**config.mk**
```make
export PLATFORM = sky130hd
export DESIGN_NAME = mem_arbiter
export DESIGN_NICKNAME = d
export VERILOG_FILES = /design/src/rtl/mem_arb_pkg.sv /design/src/rtl/mem_arb_pick.sv /design/src/rtl/mem_arbiter.sv
export SDC_FILE = /design/constraint.sdc
export NUM_CORES = 1
export LEC_CHECK = 0
export CAP_MARGIN = 20
export CORE_MARGIN = 2
export CORE_UTILIZATION = 40
export CTS_BUF_LIST = sky130_fd_sc_hd__clkbuf_8 sky130_fd_sc_hd__clkbuf_16
export CTS_CLUSTER_DIAMETER = 80
export DETAILED_ROUTE_END_ITERATION = 8
export PLACE_DENSITY_LB_ADDON = 0.3
export RECOVER_POWER = 50
export SYNTH_ARGS = -nofsm -noshare
export SYNTH_HDL_FRONTEND = slang
export SYNTH_HIERARCHICAL = 1
export SYNTH_SLANG_ARGS = --single-unit
```
**constraint.sdc**
```tcl
create_clock -name clk -period 3.95 [get_ports clk]
set_input_delay 0.79 -clock clk [delete_from_list [all_inputs] [get_ports clk]]
set_output_delay 0.79 -clock clk [all_outputs]
set_load 0.1 [all_outputs]
```
**src/rtl/mem_arb_pkg.sv**
```systemverilog
// rtl/mem_arb_pkg.sv - shared types and constants for the unified-memory arbiter
//
// Contents:
//   arb_state_t     : arbiter FSM states IDLE / ACCESS / RESP
//   grant_t         : which requester owns the current access
//   WAIT_CYCLES_MAX : largest supported wait-state count
//   cnt_width()     : wait-counter width, never narrower than one bit

package mem_arb_pkg;

    typedef enum logic [1:0] {
        IDLE   = 2'd0,
        ACCESS = 2'd1,
        RESP   = 2'd2
    } arb_state_t;

    typedef enum logic {
        GNT_IF = 1'b0,
        GNT_D  = 1'b1
    } grant_t;

    localparam int WAIT_CYCLES_MAX = 15;

    // $clog2(1) is 0, so a zero wait count still needs a one-bit counter.
    function automatic int cnt_width(input int wait_cycles);
        int w;
        w = $clog2(wait_cycles + 1);
        return (w < 1) ? 1 : w;
    endfunction

endpackage

```
**src/rtl/mem_arb_pick.sv**
```systemverilog
// rtl/mem_arb_pick.sv - grant selection between fetch and data requesters
//
// Build option: MEM_ARB_RR_EN selects round-robin on contention; otherwise
// fixed data-first priority with no last-grant state.
//
// Ports:
//   clk, reset : clock and synchronous active-high reset (round-robin state only)
//   take       : a grant is being accepted this cycle
//   if_req     : fetch request
//   d_req      : data request
//   any_req    : at least one request is pending
//   gnt_d      : 1 = data port wins, 0 = fetch port wins

module mem_arb_pick
    import mem_arb_pkg::*;
(
    input  logic clk,
    input  logic reset,
    input  logic take,
    input  logic if_req,
    input  logic d_req,
    output logic any_req,
    output logic gnt_d
);

    assign any_req = if_req | d_req;

`ifdef MEM_ARB_RR_EN
    grant_t last_grant;

    // Starts at fetch so the very first contended grant goes to data.
    always_ff @(posedge clk) begin
        if (reset) begin
            last_grant <= GNT_IF;
        end else if (take) begin
            last_grant <= gnt_d ? GNT_D : GNT_IF;
        end
    end

    always_comb begin
        gnt_d = 1'b0;
        if (if_req && d_req) begin
            gnt_d = (last_grant == GNT_IF);
        end else begin
            gnt_d = d_req;
        end
    end
`else
    // The MEM-stage access is older than the fetch, so data always wins.
    logic unused_rr_inputs;
    assign unused_rr_inputs = ^{clk, reset, take};

    always_comb begin
        gnt_d = d_req;
    end
`endif

endmodule

```
**src/rtl/mem_arbiter.sv**
```systemverilog
// rtl/mem_arbiter.sv - single-port unified memory shared by fetch and data ports
//
// Build option: MEM_ARB_RR_EN (round-robin on contention, see mem_arb_pick).
//
// Ports:
//   clk, reset                : clock, synchronous active-high reset
//   if_req/if_addr            : fetch request, held until if_ready
//   if_rdata/if_ready         : fetched word and one-cycle completion pulse
//   d_req/d_we/d_sb/d_addr/d_wdata : data request (load/store/byte store)
//   d_rdata/d_ready           : load data and one-cycle completion pulse
//   mem_en/mem_we/mem_sb      : memory enable, write strobe, byte-store qualifier
//   mem_addr/mem_wdata        : latched address and store data
//   mem_rdata                 : combinational read data from memory

module mem_arbiter
    import mem_arb_pkg::*;
#(
    parameter int ADDR_W      = 32,
    parameter int DATA_W      = 32,
    parameter int WAIT_CYCLES = 1
) (
    input  logic              clk,
    input  logic              reset,
    input  logic              if_req,
    input  logic [ADDR_W-1:0] if_addr,
    output logic [DATA_W-1:0] if_rdata,
    output logic              if_ready,
    input  logic              d_req,
    input  logic              d_we,
    input  logic              d_sb,
    input  logic [ADDR_W-1:0] d_addr,
    input  logic [DATA_W-1:0] d_wdata,
    output logic [DATA_W-1:0] d_rdata,
    output logic              d_ready,
    output logic              mem_en,
    output logic              mem_we,
    output logic              mem_sb,
    output logic [ADDR_W-1:0] mem_addr,
    output logic [DATA_W-1:0] mem_wdata,
    input  logic [DATA_W-1:0] mem_rdata
);

    // Out-of-range wait counts are clamped to the supported maximum.
    localparam int WAIT_EFF = (WAIT_CYCLES > WAIT_CYCLES_MAX) ? WAIT_CYCLES_MAX :
                              (WAIT_CYCLES < 0) ? 0 : WAIT_CYCLES;
    localparam int CNT_W = cnt_width(WAIT_EFF);
    localparam logic [CNT_W-1:0] CNT_LOAD = CNT_W'(WAIT_EFF);

    arb_state_t        state;
    arb_state_t        state_nxt;
    grant_t            grant_q;
    logic [CNT_W-1:0]  cnt_q;
    logic              we_q;
    logic              sb_q;
    logic [ADDR_W-1:0] addr_q;
    logic [DATA_W-1:0] wdata_q;

    logic              any_req;
    logic              pick_d;
    logic              take;
    logic              last_access;

    mem_arb_pick u_pick (
        .clk     (clk),
        .reset   (reset),
        .take    (take),
        .if_req  (if_req),
        .d_req   (d_req),
        .any_req (any_req),
        .gnt_d   (pick_d)
    );

    // The final ACCESS cycle: store strobe and read capture both happen here.
    assign last_access = (state == ACCESS) && (cnt_q == '0);

    always_ff @(posedge clk) begin
        if (reset) begin
            state    <= IDLE;
            grant_q  <= GNT_IF;
            cnt_q    <= '0;
            we_q     <= 1'b0;
            sb_q     <= 1'b0;
            addr_q   <= '0;
            wdata_q  <= '0;
            if_rdata <= '0;
            d_rdata  <= '0;
        end else begin
            state <= state_nxt;
            case (state)
                IDLE: begin
                    if (any_req) begin
                        // Everything the access needs is frozen here, so a
                        // requester misbehaving mid-access cannot corrupt it.
                        grant_q <= pick_d ? GNT_D : GNT_IF;
                        addr_q  <= pick_d ? d_addr : if_addr;
                        we_q    <= pick_d & d_we;
                        sb_q    <= pick_d & d_we & d_sb;
                        wdata_q <= pick_d ? d_wdata : '0;
                        cnt_q   <= CNT_LOAD;
                    end
                end
                ACCESS: begin
                    if (cnt_q != '0) begin
                        cnt_q <= cnt_q - 1'b1;
                    end else if (grant_q == GNT_D) begin
                        d_rdata <= mem_rdata;
                    end else begin
                        if_rdata <= mem_rdata;
                    end
                end
                default: begin
                end
            endcase
        end
    end

    always_comb begin
        state_nxt = state;
        take      = 1'b0;
        mem_en    = 1'b0;
        mem_we    = 1'b0;
        mem_sb    = 1'b0;
        if_ready  = 1'b0;
        d_ready   = 1'b0;
        case (state)
            IDLE: begin
                if (any_req) begin
                    take      = 1'b1;
                    state_nxt = ACCESS;
                end
            end
            ACCESS: begin
                mem_en = 1'b1;
                mem_sb = sb_q;
                if (last_access) begin
                    mem_we    = we_q;
                    state_nxt = RESP;
                end
            end
            RESP: begin
                if_ready  = (grant_q == GNT_IF);
                d_ready   = (grant_q == GNT_D);
                state_nxt = IDLE;
            end
            default: begin
                state_nxt = IDLE;
            end
        endcase
    end

    assign mem_addr  = addr_q;
    assign mem_wdata = wdata_q;

endmodule
```
==> flow_results.xml, run 1 <==
<?xml version="1.0" encoding="UTF-8"?>
<metrics>
  <group name="run_status">
    <metric name="run_status" unit="">finished, violations left</metric>
    <metric name="violations" unit="">max-capacitance violations, max-slew violations</metric>
  </group>
  <group name="global_route">
    <metric name="antenna_found_initial" unit="">0</metric>
    <metric name="grt_usage" unit="%">22.1</metric>
    <metric name="grt_pass1_wl" unit="um">23200</metric>
    <metric name="first_global_vias" unit="">4866</metric>
    <metric name="grt.overflow.total" unit="">0</metric>
    <metric name="maximum_number_of_pins_on_one_net_before_global_route_repair" unit="">68</metric>
  </group>
  <group name="clock_tree">
    <metric name="clock_root_cell" unit="">clkbuf_16</metric>
    <metric name="ctsLongestPathBuffers" unit="">2</metric>
    <metric name="cts-resized-gates" unit="">0</metric>
    <metric name="worst_skew_pair.late_latency" unit="ps">400</metric>
    <metric name="htree_num_levels" unit="">4</metric>
    <metric name="clock-sinks" unit="">134</metric>
    <metric name="cts_buffers" unit="">17</metric>
    <metric name="post_cts_hold_buffer_count" unit="">0</metric>
    <metric name="path_clk_slew" unit="ps">60</metric>
    <metric name="cts_post_setup_buffers_inserted" unit="">0</metric>
    <metric name="clock_tree_from_tritoncts" unit="">done</metric>
  </group>
  <group name="setup_path">
    <metric name="timing.critical_path.required" unit="ps">4200</metric>
    <metric name="worstSetupPathType" unit="">in -&gt; reg</metric>
    <metric name="largest_incremental_delay_on_the_critical_path" unit="ps">1320</metric>
    <metric name="worst-r2r-setup-slack" unit="ps">1530</metric>
    <metric name="crit_path_cell_trace" unit="">clkbuf_1 -&gt; nand2b_1 -&gt; clkbuf_1 -&gt; o2bb2ai_1</metric>
    <metric name="cp-end-kind" unit="">flop</metric>
    <metric name="critPathArrivalTime" unit="ps">3550</metric>
    <metric name="crit_path_start_kind" unit="">primary input</metric>
    <metric name="worst-path-stages" unit="">4</metric>
    <metric name="critical-path-top-cell-by-count" unit="">clkbuf_1</metric>
    <metric name="reg2reg_from" unit="">state[1]$_SDFFE_PP0P_</metric>
    <metric name="critPathSlowestCell" unit="">clkbuf_1</metric>
    <metric name="reg2reg_depth" unit="">5</metric>
    <metric name="worst-path-max-fanout" unit="">41</metric>
    <metric name="worst_path_dominant_cell_family" unit="">buffers and inverters</metric>
    <metric name="rr_endpoint" unit="">mem_addr[17]$_SDFFE_PP0P_</metric>
    <metric name="timing.critical_path.buf_inv" unit="">2</metric>
  </group>
  <group name="power_and_ir_drop">
    <metric name="internal_power" unit="mW">2.98</metric>
    <metric name="static_leakage" unit="nW">3.03</metric>
    <metric name="pwr_density_cell" unit="nW/um^2">530</metric>
    <metric name="switching_share" unit="%">32.9</metric>
    <metric name="power_frac_seq" unit="%">33.6</metric>
    <metric name="vdd_ir_drop_max" unit="V">0.000342</metric>
    <metric name="p_switching" unit="mW">1.46</metric>
    <metric name="combinationalPowerShare" unit="%">26.2</metric>
    <metric name="share_clk_of_total_power" unit="%">40.2</metric>
  </group>
  <group name="synth">
    <metric name="synthesized_area_fraction_occupied_by_and_or_nand_nor_cells" unit="%">19.0</metric>
    <metric name="postSynthRegisterBits" unit="">134</metric>
    <metric name="yosysTopAreaCell" unit="">dfxtp_1</metric>
    <metric name="synth.mux.area_fraction" unit="%">6.36</metric>
    <metric name="synth_sequential_area_ratio" unit="%">53.3</metric>
    <metric name="synthesis.area_per_instance" unit="um^2">8.92</metric>
    <metric name="yosysWarningCount" unit="">6</metric>
    <metric name="syn-cell-area" unit="um^2">5030</metric>
    <metric name="async_reset_ff_share" unit="%">0</metric>
    <metric name="yosysTopAreaCellShare" unit="%">53.3</metric>
    <metric name="synth-xor-area-share" unit="%">0</metric>
    <metric name="mappedNetlistNets" unit="">698</metric>
    <metric name="synth-edff-count" unit="">0</metric>
    <metric name="postSynth.topFlopCell" unit="">dfxtp_1</metric>
    <metric name="combinational_family_with_the_most_area_after_synthesis" unit="">simple AND/OR/NAND/NOR gates</metric>
    <metric name="compound_gate_portion_of_the_synthesized_area" unit="%">16.4</metric>
    <metric name="synthTopCellsByArea" unit="">dfxtp_1, nand2_1, a21oi_1</metric>
    <metric name="syn_inst" unit="">564</metric>
    <metric name="netlist-cell-type-count" unit="">29</metric>
    <metric name="arithmetic_cell_share_of_the_synthesized_area_counting_full_adders_half_adders_and_majority_gates" unit="%">0</metric>
  </group>
  <group name="place">
    <metric name="post_dp_cell_area" unit="um^2">7750</metric>
    <metric name="place.port_buffers" unit="">266</metric>
    <metric name="dpl_worst_slack" unit="ps">592</metric>
    <metric name="final_hpwl_from_detailed_placement" unit="um">11200</metric>
    <metric name="gp_congestion" unit="">0.771</metric>
  </group>
  <group name="worst_hold_path">
    <metric name="hold-path-endpoint" unit="">d_rdata[29]$_SDFFE_PP0P_</metric>
    <metric name="hold_crit_path_type" unit="">reg -&gt; reg</metric>
    <metric name="hp-start" unit="">d_rdata[29]$_SDFFE_PP0P_</metric>
    <metric name="hold_path_depth" unit="">2</metric>
  </group>
  <group name="sta">
    <metric name="max_freq" unit="MHz">303</metric>
    <metric name="hold_viol_final" unit="">0</metric>
    <metric name="rsz0062_at_grt" unit="">false</metric>
    <metric name="max-slew-margin-rel" unit="%">-24.5</metric>
    <metric name="fin_tns_setup" unit="ps">0</metric>
    <metric name="setup-violations-final" unit="">0</metric>
    <metric name="timing.final.max_slew_violations" unit="">42</metric>
    <metric name="period_minus_slack" unit="ps">3300</metric>
    <metric name="min_period_over_period" unit="%">83.5</metric>
    <metric name="layout_setup_ws" unit="ps">653</metric>
    <metric name="worstMarginPinSlew" unit="ps">1870</metric>
    <metric name="finClkSkew" unit="ps">5.55</metric>
  </group>
  <group name="route">
    <metric name="first_pass_iters" unit="">7</metric>
    <metric name="met2_wirelength" unit="um">7750</metric>
    <metric name="met1_length" unit="um">5970</metric>
    <metric name="detail_route.wl_per_cell" unit="um">15.6</metric>
    <metric name="route.detailed.drc" unit="">0</metric>
    <metric name="vias" unit="">4955</metric>
    <metric name="route.final.wire_length" unit="um">15400</metric>
    <metric name="dr.max_layer_used" unit="">met4</metric>
    <metric name="routed_via_density" unit="">5.01</metric>
    <metric name="drtIter0Drc" unit="">311</metric>
    <metric name="antenna_viol_nets_final" unit="">0</metric>
    <metric name="total_length_of_routed_met3_wires" unit="um">1300</metric>
  </group>
  <group name="final_layout">
    <metric name="register_area" unit="um^2">2680</metric>
    <metric name="design.final.nets" unit="">943</metric>
    <metric name="area_of_all_placed_cells_without_fillers" unit="um^2">8380</metric>
    <metric name="multi_input_area" unit="um^2">2090</metric>
    <metric name="antennaDiodeCount" unit="">0</metric>
    <metric name="final_layout_size_suffix_gt1_share" unit="%">6.81</metric>
    <metric name="final.fill_count" unit="">947</metric>
    <metric name="layout-area-overhead-vs-synth" unit="%">66.6</metric>
  </group>
  <group name="floorplanning">
    <metric name="die_width" unit="um">116</metric>
    <metric name="core" unit="um^2">12200</metric>
    <metric name="placement_rows" unit="">40</metric>
    <metric name="dieHeight" unit="um">116</metric>
    <metric name="initial_core_util" unit="%">41.4</metric>
    <metric name="top_level_ports" unit="">267</metric>
    <metric name="die_area" unit="um^2">13500</metric>
  </group>
  <group name="flow_run">
    <metric name="maxCapViolations" unit="">1</metric>
  </group>
</metrics>
synthesized netlist by cell type (2+ instances only):
| master | instances |
|---|---|
| a21oi_2 | 10 |
| mux2i_1 | 32 |
| o2bb2ai_1 | 32 |
| clkbuf_1 | 31 |
| buf_8 | 2 |
| nand3_1 | 23 |
| nor2_1 | 3 |
| buf_6 | 2 |
| nor3b_1 | 2 |
| nand2b_1 | 2 |
| buf_2 | 11 |
| a21oi_1 | 91 |
| dfxtp_1 | 134 |
| buf_1 | 2 |
| nand3_2 | 10 |
| nand2_1 | 164 |
kinds of logic (layout without fill, tap and decap cells):
logic type,after synthesis,count (layout)
multiplexers,32,32
AND/OR/NAND/NOR,214,214
AO/OA/AOI/OAI,133,133
buffers and inverters,51,309
flip-flops,134,134
layout make-up:
class                           instances  area share [%]
Timing Repair Buffer                  275            32.3
Sequential cell                       134            32.0
Multi-Input combinational cell        379            24.9
Clock buffer                           22            5.89
Tap cell                              168            2.51
Clock inverter                         10            2.27
Inverter                                2           0.119
worst register-to-register path: cells and delay by family, from the launching register on:
| family | cells | cell delay, ps |
|---|---|---|
| flip-flops | 1 | 400 |
| AND/OR/NAND/NOR | 2 | 790 |
| buffers and inverters | 2 | 860 |
| AO/OA/AOI/OAI | 1 | 300 |
per-stage QoR:
| stage | utilization (%) | total power [mW] | hold WS (ps) | instances |
|---|---|---|---|---|
| 5_1_grt | 68.9 | 4.59 | 463 | 990 |
| 2_1_floorplan | - | 2.33 | 427 | 564 |
| 3_3_place_gp | 63.5 | 2.67 | 436 | 956 |
| 3_5_place_dp | 63.8 | 2.69 | 446 | 957 |
| 6_report | 68.9 | 4.44 | 448 | 990 |
| 4_1_cts | 69.4 | 4.48 | 454 | 989 |
state kept, by name, indices dropped and copies added, names as in the netlist:
register and cells:
d_rdata 32, if_rdata 32, cnt_q 1, we_q 1, state 2, mem_addr 32, mem_wdata 32, grant_q 1
sb_q 1
power groups by stage:
stage,registers [mW],clock network [mW],logic (mW)
2_1_floorplan,2.09,0,0.244
3_3_place_gp,1.52,0,1.15
3_5_place_dp,1.52,0,1.17
4_1_cts,1.49,1.81,1.17
5_1_grt,1.50,1.88,1.21
6_report,1.49,1.79,1.16
layout by cell type (no fill, tap or decap), drive strengths merged, types with 2 or more instances in the layout:
master / instances
dfxtp: 134
inv: 3
dlygate4sd3: 7
mux2i: 32
clkbuf: 29
nor3b: 2
o2bb2ai: 32
buf: 8
bufinv: 5
clkinvlp: 3
a21oi: 101
nor2: 3
nand2b: 2
clkdlybuf4s50: 253
nand3: 33
nand2: 164
layer usage:
| layer | GRT usage [%] | vias up |
|---|---|---|
| li1 | - | 2408 |
| met1 | 23.9 | 2300 |
| met2 | 39.8 | 216 |
| met3 | 6.95 | 31 |
| met4 | 9.84 | 0 |
| met5 | 0 | - |
worst max path at each step:
stage | start | to | slack (ps)
3_5_place_dp | if_req | mem_addr[17]$_SDFFE_PP0P_ | 590
3_3_place_gp | if_req | mem_addr[26]$_SDFFE_PP0P_ | 740
2_1_floorplan | state[1]$_SDFFE_PP0P_ | mem_we | 420
4_1_cts | state[1]$_SDFFE_PP0P_ | mem_en | 810
6_report | reset | mem_addr[17]$_SDFFE_PP0P_ | 650
5_1_grt | reset | mem_addr[27]$_SDFFE_PP0P_ | 390
(Power assumes the default switching activity.)
==> run 2, diff against run 1 <==
--- a/config.mk
+++ b/config.mk
@@ -7,7 +7,7 @@
 export LEC_CHECK = 0
 export CAP_MARGIN = 20
 export CORE_MARGIN = 2
-export CORE_UTILIZATION = 40
+export CORE_UTILIZATION = 39
 export CTS_BUF_LIST = sky130_fd_sc_hd__clkbuf_8 sky130_fd_sc_hd__clkbuf_16
 export CTS_CLUSTER_DIAMETER = 80
 export DETAILED_ROUTE_END_ITERATION = 8
==> constraint.sdc (replaced) <==
create_clock -name clk -period 3.3 [get_ports clk]
set_input_delay 0.66 -clock clk [delete_from_list [all_inputs] [get_ports clk]]
set_output_delay 0.66 -clock clk [all_outputs]
set_load 0.1 [all_outputs]
==> run 2 against run 1 <==
The run now ends clean. Flip-flop and latch count did not move. Final cell count grew 0.40%. Design area shrank 9.9%. Core utilization fell by 9.1 points. Critical path depth fell by 3. Via count down 0.14%. Die area increased by 2.5%. Clock skew grew 1.2 ps.
==> flow_results.xml, run 2 (same netlist as run 1, synthesis figures left out) <==
<?xml version="1.0" encoding="UTF-8"?>
<metrics>
  <group name="final_layout">
    <metric name="final_layout_size_suffix_gt1_share" unit="%">9.12</metric>
    <metric name="design.final.nets" unit="">943</metric>
    <metric name="antennaDiodeCount" unit="">0</metric>
    <metric name="layout-area-overhead-vs-synth" unit="%">50.0</metric>
    <metric name="area_of_all_placed_cells_without_fillers" unit="um^2">7550</metric>
    <metric name="final_cell_mix" unit="">nand2_1, dfxtp_1, clkdlybuf4s50_1, clkbuf_1, a21oi_1</metric>
    <metric name="final_common_cell" unit="">nand2_1</metric>
  </group>
  <group name="setup_path">
    <metric name="worst-path-max-fanout" unit="">2</metric>
    <metric name="cp-end-kind" unit="">output port</metric>
    <metric name="timing.critical_path.required" unit="ps">2640</metric>
    <metric name="crit_path_cell_trace" unit="">clkbuf_1</metric>
    <metric name="timing.critical_path.buf_inv" unit="">1</metric>
    <metric name="worst_path_dominant_cell_family" unit="">buffers and inverters</metric>
    <metric name="critPathArrivalTime" unit="ps">1660</metric>
    <metric name="largest_incremental_delay_on_the_critical_path" unit="ps">920</metric>
    <metric name="critPathSlowestCell" unit="">clkbuf_1</metric>
    <metric name="worstSetupPathType" unit="">reg -&gt; out</metric>
    <metric name="crit_path_start_kind" unit="">flop</metric>
  </group>
  <group name="global_route">
    <metric name="grt.overflow.total" unit="">0</metric>
    <metric name="antenna_found_initial" unit="">0</metric>
    <metric name="grt_pass1_wl" unit="um">24300</metric>
    <metric name="maximum_number_of_pins_on_one_net_before_global_route_repair" unit="">68</metric>
    <metric name="first_global_vias" unit="">4904</metric>
    <metric name="grt_usage" unit="%">22.0</metric>
  </group>
  <group name="sta">
    <metric name="timing.final.max_slew_violations" unit="">0</metric>
    <metric name="min_period_over_period" unit="%">70.5</metric>
    <metric name="worstMarginPinSlew" unit="ps">1250</metric>
    <metric name="fin_tns_setup" unit="ps">0</metric>
    <metric name="max_freq" unit="MHz">430</metric>
    <metric name="period_minus_slack" unit="ps">2320</metric>
    <metric name="max-slew-margin-rel" unit="%">16.9</metric>
    <metric name="rsz0062_at_grt" unit="">false</metric>
    <metric name="setup-violations-final" unit="">0</metric>
    <metric name="hold_viol_final" unit="">0</metric>
    <metric name="finClkSkew" unit="ps">6.73</metric>
  </group>
  <group name="floorplanning">
    <metric name="placement_rows" unit="">41</metric>
    <metric name="core" unit="um^2">12600</metric>
    <metric name="initial_core_util" unit="%">39.9</metric>
    <metric name="die_area" unit="um^2">13800</metric>
    <metric name="die_width" unit="um">118</metric>
    <metric name="top_level_ports" unit="">267</metric>
    <metric name="dieHeight" unit="um">118</metric>
  </group>
  <group name="clock_tree">
    <metric name="htree_num_levels" unit="">4</metric>
    <metric name="clock_root_cell" unit="">clkbuf_16</metric>
    <metric name="clock_tree_from_tritoncts" unit="">done</metric>
    <metric name="cts_post_setup_buffers_inserted" unit="">0</metric>
    <metric name="ctsLongestPathBuffers" unit="">2</metric>
    <metric name="worst_skew_pair.late_latency" unit="ps">410</metric>
    <metric name="clock-sinks" unit="">134</metric>
    <metric name="path_clk_slew" unit="ps">50</metric>
    <metric name="post_cts_hold_buffer_count" unit="">0</metric>
    <metric name="cts-resized-gates" unit="">0</metric>
    <metric name="cts_buffers" unit="">17</metric>
  </group>
  <group name="place">
    <metric name="gp_congestion" unit="">0.776</metric>
    <metric name="final_hpwl_from_detailed_placement" unit="um">11200</metric>
    <metric name="post_dp_cell_area" unit="um^2">7420</metric>
    <metric name="place.port_buffers" unit="">266</metric>
  </group>
  <group name="route">
    <metric name="vias" unit="">4948</metric>
    <metric name="routed_via_density" unit="">4.98</metric>
    <metric name="antenna_viol_nets_final" unit="">0</metric>
    <metric name="drtIter0Drc" unit="">322</metric>
    <metric name="detail_route.wl_per_cell" unit="um">15.7</metric>
    <metric name="route.final.wire_length" unit="um">15600</metric>
    <metric name="route.detailed.drc" unit="">0</metric>
    <metric name="first_pass_iters" unit="">4</metric>
  </group>
  <group name="run_status">
    <metric name="run_status" unit="">finished, final reports clean</metric>
  </group>
  <group name="flow_run">
    <metric name="maxCapViolations" unit="">0</metric>
  </group>
  <group name="power_and_ir_drop">
    <metric name="static_leakage" unit="nW">2.73</metric>
    <metric name="vdd_ir_drop_max" unit="V">0.000299</metric>
    <metric name="pwr_density_cell" unit="nW/um^2">642</metric>
  </group>
  <group name="worst_hold_path">
    <metric name="hold_crit_path_type" unit="">reg -&gt; reg</metric>
  </group>
</metrics>
run 2: cell count changes in the layout (fill, tap and decap cells not counted), sizes merged:
cell           before  now
bufinv              5    2
inv                 3    6
clkbuf             29  140
dlygate4sd3         7    0
clkinvlp            3    2
buf                 8   22
clkdlybuf4s50     253  131
clkinv              1    6
run 2: final timing paths:
path | slack [ps] | endpoint | start | depth (start not counted)
worst min-delay path | 450 | sb_q$_SDFFE_PP0P_ | sb_q$_SDFFE_PP0P_ | 2
worst max register to register | 1410 | d_rdata[4]$_SDFFE_PP0P_ | state[0]$_SDFFE_PP0P_ | 4
worst min register to register | 450 | sb_q$_SDFFE_PP0P_ | sb_q$_SDFFE_PP0P_ | 2
worst max-delay path | 980 | mem_addr[7] | mem_addr[7]$_SDFFE_PP0P_ | 1
run 2: area by class of cell:
class	instances	area [um^2]
clock inverters	14	120
well taps	172	215
flip-flops and latches	134	2680
fillers	1198	5070
multi-input cells	379	2130
clock buffers	18	439
inverters	2	10.0
repair buffers	275	1950
run 2: stage by stage:
step	std cells	hold slack (ps)	utilization [%]	power [mW]	setup WS (ps)
5_1_grt	994	469	59.8	5.01	885
4_1_cts	993	450	63.2	4.96	956
3_3_place_gp	961	437	58.8	3.17	739
2_1_floorplan	564	427	-	2.79	14.8
6_report	994	449	59.8	4.85	975
3_5_place_dp	961	443	58.8	3.18	690
run 2: metal layers:
layer / part of all wire [%] / GRT usage (%) / routed length (um)
met2: 51 / 38.4 / 7910
met3: 8.2 / 7.80 / 1280
met1: 39 / 24.1 / 6060
met5: 0 / 0 / 0
met4: 2.1 / 9.41 / 335
run 2: report_power, final:
| part | total, mW | switching (mW) | internal (mW) |
|---|---|---|---|
| clock | 1.77 | 0.660 | 1.11 |
| sequential | 1.79 | 0.0668 | 1.72 |
| combinational | 1.29 | 0.996 | 0.291 |
| total | 4.85 | 1.72 | 3.12 |
